<file path="config.mk">
export PLATFORM = sky130hd
export DESIGN_NAME = exec_mem_master
export DESIGN_NICKNAME = d
export VERILOG_FILES = /design/src/rtl/exec_mem_master.sv
export SDC_FILE = /design/constraint.sdc
export NUM_CORES = 1
export LEC_CHECK = 0
export CAP_MARGIN = 40
export CORE_ASPECT_RATIO = 2
export CORE_MARGIN = 2
export CORE_UTILIZATION = 39
export DETAILED_ROUTE_END_ITERATION = 16
export MAX_ROUTING_LAYER = met4
export PLACE_DENSITY_LB_ADDON = 0.15
export SLEW_MARGIN = 20
export SYNTH_ARGS = -nofsm -noshare
export SYNTH_HDL_FRONTEND = slang
export SYNTH_SLANG_ARGS = --single-unit
</file>
<file path="constraint.sdc">
create_clock -name clk -period 2.2 [get_ports clk]
set_input_delay 0.44 -clock clk [delete_from_list [all_inputs] [get_ports clk]]
set_output_delay 0.44 -clock clk [all_outputs]
set_load 0.1 [all_outputs]
</file>
<file path="src/rtl/exec_mem_master.sv">
// EXEC-side memory initiator: runs one READ, WRITE or ISZ (read, increment, write back)
// command at a time against the memory unit's EXEC ports and pulses done on completion.
module exec_mem_master #(
  parameter int ADDR_W = 12,
  parameter int DATA_W = 12
) (
  input  logic              clk,
  input  logic              reset,
  input  logic              cmd_valid,
  output logic              cmd_ready,
  input  logic [1:0]        cmd_op,
  input  logic [ADDR_W-1:0] cmd_addr,
  input  logic [DATA_W-1:0] cmd_wdata,
  output logic              done,
  output logic              err,
  output logic [DATA_W-1:0] rdata,
  output logic              skip,
  output logic              exec_rd_req,
  output logic [ADDR_W-1:0] exec_rd_addr,
  input  logic [DATA_W-1:0] exec_rd_data,
  output logic              exec_wr_req,
  output logic [ADDR_W-1:0] exec_wr_addr,
  output logic [DATA_W-1:0] exec_wr_data
);

  localparam logic [2:0] S_IDLE = 3'd0;
  localparam logic [2:0] S_RD   = 3'd1;
  localparam logic [2:0] S_CAP  = 3'd2;
  localparam logic [2:0] S_WR   = 3'd3;
  localparam logic [2:0] S_DONE = 3'd4;

  localparam logic [1:0] OP_READ  = 2'b00;
  localparam logic [1:0] OP_WRITE = 2'b01;
  localparam logic [1:0] OP_ISZ   = 2'b10;

  logic [2:0]        state_q, state_d;
  logic [1:0]        op_q, op_d;
  logic [ADDR_W-1:0] addr_q, addr_d;
  logic [DATA_W-1:0] wdata_q, wdata_d;
  logic [DATA_W-1:0] rdata_q, rdata_d;
  logic              err_q, err_d;
  logic              skip_q, skip_d;
  logic [DATA_W-1:0] sum;

  // ISZ increment wraps modulo 2^DATA_W, so all-ones becomes zero.
  function automatic logic [DATA_W-1:0] incr_wrap(input logic [DATA_W-1:0] v);
    incr_wrap = v + DATA_W'(1);
  endfunction

  assign sum = incr_wrap(exec_rd_data);

  always_comb begin
    state_d = state_q;
    op_d    = op_q;
    addr_d  = addr_q;
    wdata_d = wdata_q;
    rdata_d = rdata_q;
    err_d   = err_q;
    skip_d  = skip_q;
    case (state_q)
      S_IDLE: begin
        if (cmd_valid) begin
          op_d    = cmd_op;
          addr_d  = cmd_addr;
          wdata_d = cmd_wdata;
          err_d   = 1'b0;
          case (cmd_op)
            OP_READ, OP_ISZ: state_d = S_RD;
            OP_WRITE:        state_d = S_WR;
            default: begin
              state_d = S_DONE;
              err_d   = 1'b1;
              skip_d  = 1'b0;
            end
          endcase
        end
      end
      S_RD: state_d = S_CAP;
      S_CAP: begin
        if (op_q == OP_ISZ) begin
          wdata_d = sum;
          rdata_d = sum;
          skip_d  = (sum == '0);
          state_d = S_WR;
        end else begin
          rdata_d = exec_rd_data;
          state_d = S_DONE;
        end
      end
      S_WR:    state_d = S_DONE;
      S_DONE:  state_d = S_IDLE;
      default: state_d = S_IDLE;
    endcase
  end

  // Control and architecturally visible result registers; reset aborts any command in flight.
  always_ff @(posedge clk) begin
    if (reset) begin
      state_q <= S_IDLE;
      err_q   <= 1'b0;
      rdata_q <= '0;
      skip_q  <= 1'b0;
    end else begin
      state_q <= state_d;
      err_q   <= err_d;
      rdata_q <= rdata_d;
      skip_q  <= skip_d;
    end
  end

  // Latched command fields are only observed through gated outputs, so they need no reset.
  always_ff @(posedge clk) begin
    op_q    <= op_d;
    addr_q  <= addr_d;
    wdata_q <= wdata_d;
  end

  assign cmd_ready    = (state_q == S_IDLE) & ~reset;
  assign done         = (state_q == S_DONE);
  assign err          = done & err_q;
  assign rdata        = rdata_q;
  assign skip         = skip_q;
  assign exec_rd_req  = (state_q == S_RD);
  assign exec_rd_addr = exec_rd_req ? addr_q : '0;
  assign exec_wr_req  = (state_q == S_WR);
  assign exec_wr_addr = exec_wr_req ? addr_q : '0;
  assign exec_wr_data = exec_wr_req ? wdata_q : '0;

endmodule

</file>
; ---- Word-level counts from Yosys, hierarchy flattened
; Index checks and enable logic that the tools add are counted.
[word_totals]
reg_bits = 43
latch_bits = 0
mem_bits_rw = 0
rom_bits = 0
inputBits = 41
output_inout_bits = 54
word_cells = 46
mem_count = 0
[classes]
n_addsub = 1
n_mul = 0
div_mod_pow = 0
magnitude_cmp = 0
eq_ne = 10
shifts = 0
n_mux = 16
bitwise_logic = 3
reduce_logical = 9
[ops]
columns = op, n
row1 = 12-bit two-way mux, 6
row2 = 12-bit one-hot mux with 2 select lines, 1
row3 = 12-bit by 1-bit adder with 12-bit output (second input constant), 1
row4 = 12-bit zero test, 1
row5 = 3-bit one-hot mux with 4 select lines, 1
row6 = 3-bit by 2-bit == test with 1-bit output (second input constant), 2
row7 = 3-bit two-way mux, 2
row8 = 2-bit inequality test (second input constant), 3
row9 = 3-bit one-hot mux with 2 select lines, 1
row10 = 2-bit == test (second input constant), 2
row11 = 1-bit two-way mux, 4
row12 = 4-bit AND reduction, 1
row13 = 3-bit by 1-bit == test with 1-bit output (second input constant), 1
row14 = 3-bit == test (second input constant), 1
row15 = 3-bit zero test, 1
row16 = 3-bit AND reduction, 1
row17 = 3-bit OR reduction, 1
row18 = 1-bit bitwise AND, 2
row19 = 2-bit by 1-bit == test with 1-bit output (second input constant), 1
row20 = 2-bit zero test, 1
row21 = 1-bit one-hot mux with 2 select lines, 1
row22 = 2-bit AND reduction, 1
row23 = 2-bit nonzero test, 1
row24 = 2-bit OR reduction, 1
row25 = 1-bit inverter, 1

; ---- Longest topological paths before layout
[depth]
ltp_word = 5
mapped_depth = 7
ltp_nobuf = 6

; ---- Worst setup path before layout
; No wires, ideal clock.
[synth_path]
path_type = input port to output port
startpoint = input port reset
endpoint = output port cmd_ready
arrival_ns = 3.425
path_slack_ns = -1.665
stages = 2
path_buffers = 1
cell_sequence = clkbuf_1 -> nor4_1
[synth_via]
elab_chain_cells = 2
[synth_rtl]
columns = item, line_no
row1 = "start, declared", 8  ; input logic reset,
row2 = 1-bit inverter, 118  ; assign cmd_ready = (state_q == S_IDLE) & ~reset;
row3 = 1-bit bitwise AND, 118
row4 = "end, declared", 10  ; output logic cmd_ready,
; Every way passes these cells.

; ---- Worst setup path after layout
[layout_path]
startpoint = input port exec_rd_data[3]
endpoint = register skip_q, in the netlist skip
[layout_via]
elab_chain_cells = 4
[layout_rtl]
columns = item, line_no
row1 = "start, declared", 20  ; input logic [DATA_W-1:0] exec_rd_data,
row2 = 12-bit by 1-bit adder with 12-bit output, 47  ; incr_wrap = v + DATA_W'(1);
row3 = 12-bit zero test, 83  ; skip_d = (sum == '0);
row4 = 1-bit two-way mux, 80  ; if (op_q == OP_ISZ) begin
row5 = 1-bit one-hot mux with 2 select lines, 60  ; case (state_q)
row6 = "end signal, assigned", 107  ; skip_q <= skip_d;
row7 = "end, declared", 42  ; logic skip_q, skip_d;
; Every way passes these cells. The select of a mux whose other input is x is not followed.
; A chain may end at the register's enable or synchronous reset.

==> flow_summary.json <==
{
  "grt_setup_unrepaired": "no",
  "crit_type": "primary input to flop",
  "cts_buffers": 5,
  "fmax_ghz": 0.488,
  "synth-edff-count": 26,
  "antenna_left": 0,
  "slew_headroom_pct": 68.0,
  "netlist_area_um2": 2400,
  "fin_crit_sh_pct": 93.1,
  "start_util_pct": 40.3,
  "final_cell_mix": "buf_4, buf_12, clkdlybuf4s50_1",
  "clock_latency_ns": 0.28,
  "drc": 0,
  "drtIter0Drc": 77,
  "die_w_um": 59.5,
  "path_clk_slew_ns": 0.06,
  "synth-async-reset-ratio_pct": 0,
  "grt_pass1_wl_um": 11200,
  "reg2reg_depth": 5,
  "avgRoutedWirePerCell_um": 16.3,
  "path_max_fanout": 4,
  "synthFlopType": "edfxtp_1",
  "status": "finished clean",
  "crit_path_end_kind": "flop",
  "path_depth": 6,
  "min_path_cells": 2,
  "multi_input_area_um2": 1210,
  "yosys.area_share.adder_pct": 0.521,
  "cap_violations": 0,
  "grt_pass1_vias": 2242,
  "crit_chain": "clkdlybuf4s50_1, nand4_2, nor4_1, xnor2_1, o2111ai_1, o31ai_1",
  "fin_setup_tns_ns": 0,
  "cp.required_ns": 2.40,
  "place_congestion": 0.958,
  "fillers": 444,
  "post_synth_num_cell_types": 47,
  "p_leak_uw": 0.00160,
  "port-buffer-count": 94,
  "synthToLayoutAreaGrowth_pct": 72.8,
  "synth_compound_area_share_pct": 11.4,
  "synth_top_family_by_area": "simple AND/OR/NAND/NOR gates",
  "cts_tree": "yes",
  "ir_worst_vdd_mv": 0.422,
  "antenna_found_initial": 0,
  "skew_ns": 0.00602,
  "die-area_um2": 6840,
  "cts_sinks": 43,
  "period_minus_slack_ns": 2.05,
  "htree_levels": 2,
  "setup_viol": 0,
  "drt-total-wl_um": 6990,
  "via_count": 2240,
  "power_density_nw_per_um2": 666,
  "grt.overflow.total": 0,
  "hpwl_um": 5850,
  "final_nets": 408,
  "ctsHoldBuffers": 0,
  "synth_xor_area_share_pct": 7.29,
  "seq_area_um2": 1120,
  "crit_family": "simple AND/OR/NAND/NOR gates",
  "final_core_util_pct": 69.7,
  "yosysSeqAreaShare_pct": 46.7,
  "die_h_um": 115,
  "diodes": 0,
  "viasPerCell": 5.21,
  "finalMaxSlewViolations": 0,
  "critPathLaunchType": "primary input",
  "cp.buffers_inverters": 1,
  "ios": 95,
  "dr.pass1.iters": 4,
  "cts_setup_buffers": 0,
  "final-hold-violation-count": 0,
  "syn-num-nets": 294,
  "final_common_cell": "buf_4",
  "syn_avg_cell_area_um2": 9.53,
  "yosysWarnings": 0,
  "syn_inst": 252,
  "min_path_type": "flop to flop",
  "muxShareOfSynthArea_pct": 0.469,
  "cts_buffer_depth": 2,
  "ys_ff_latch": 43,
  "yosys.area_share.simple_pct": 28.9,
  "postCtsResizedCells": 0,
  "layout-drive-gt1-share_pct": 33.8,
  "worst_pin_slew_ns": 0.475,
  "track_usage_pct": 22.7,
  "grt_max_degree": 26,
  "cp_slowest_cell": "clkdlybuf4s50_1",
  "crit_arrival_ns": 2.25,
  "core-area_um2": 5960,
  "row_count": 40,
  "cts-root-buf": "clkbuf_16",
  "cp_slowest_stage_delay_ns": 0.58
}
## cells in the mapped netlist (all sizes together) (2+ instances only)
| master | n | area [µm²] |
|---|---|---|
| nor2 | 25 | 104 |
| dfxtp | 17 | 340 |
| a211oi | 10 | 80.1 |
| xor2 | 8 | 70.1 |
| nand4 | 2 | 18.8 |
| edfxtp | 26 | 781 |
| nand2 | 28 | 105 |
| a21oi | 2 | 10.0 |
| a311oi | 3 | 32.5 |
| nor2b | 2 | 12.5 |
| nand2b | 2 | 12.5 |
| nand3 | 7 | 60.1 |
| buf | 12 | 73.8 |
| nor3b | 2 | 15.0 |
| clkbuf | 8 | 30.0 |
| nand3b | 2 | 15.0 |
| o21ai | 16 | 80.1 |
| nor3 | 5 | 25.0 |
| inv | 3 | 11.3 |
| and2 | 38 | 238 |
| nor4 | 4 | 40.0 |
| a31oi | 2 | 12.5 |
| xnor2 | 12 | 105 |
| or3 | 3 | 18.8 |
## through the flow
step	total power, µW	hold WS [ns]	setup slack [ns]	cell area [µm²]	instances
after detailed placement	1950	0.498	-0.151	3990	422
after floorplan	1600	0.539	-0.0486	2440	252
final	2760	0.506	0.151	4150	430
after global routing	2860	0.534	0.0618	4150	430
after CTS	2780	0.507	0.0712	4150	430
after global placement	1940	0.488	-0.167	3990	422
## worst paths after layout
kind / startpoint / endpoint / slack (ns)
worst min-delay path: rdata[5] / rdata[5] / 0.51
worst max register to register: state_q[2] / skip / 0.55
worst max-delay path: exec_rd_data[3] / skip / 0.15
worst min register to register: rdata[5] / rdata[5] / 0.51
## report_power, final
group	leakage [µW]	switching [µW]	internal (µW)
combinational	0.00114	600	333
clock	0.0000781	297	537
sequential	0.000388	42.2	954
total	0.00160	939	1820
## per-layer routing
layer  wire length, µm  vias up  global-route usage, %
li1                  -     1094                      -
met1              2190     1032                   20.7
met2              4160       88                   42.6
met3               270       26                   3.04
met4               369        0                   12.7
met5                 0        -                      -
## state kept, by name (all words and copies together), names as in the netlist
signal and count:
err_q 1, rdata 12, state_q 3, skip 1, wdata_q 12, addr_q 12, op_q 2
## area by class of cell
cell class | count | area share, %
repair buffers | 127 | 37.7
multi-input cells | 186 | 29.1
flip-flops and latches | 43 | 27.1
clock buffers | 7 | 3.19
well taps | 63 | 1.90
clock inverters | 1 | 0.723
inverters | 3 | 0.271
## logic make-up after synthesis
| group | Yosys count |
|---|---|
| AOI/OAI and AO/OA | 40 |
| xor gates and xnor gates | 20 |
| adders and majority gates | 1 |
| buffers and inverters | 23 |
| DFF | 43 |
| muxes | 1 |
| and+or+nand+nor | 124 |
## worst min-delay path, delay by kind of cell (launching register included)
family,cells,cell delay [ns]
simple gates,1,0.10
flops,1,0.31
compound gates,1,0.05
Power figures use the tool's default switching activity.
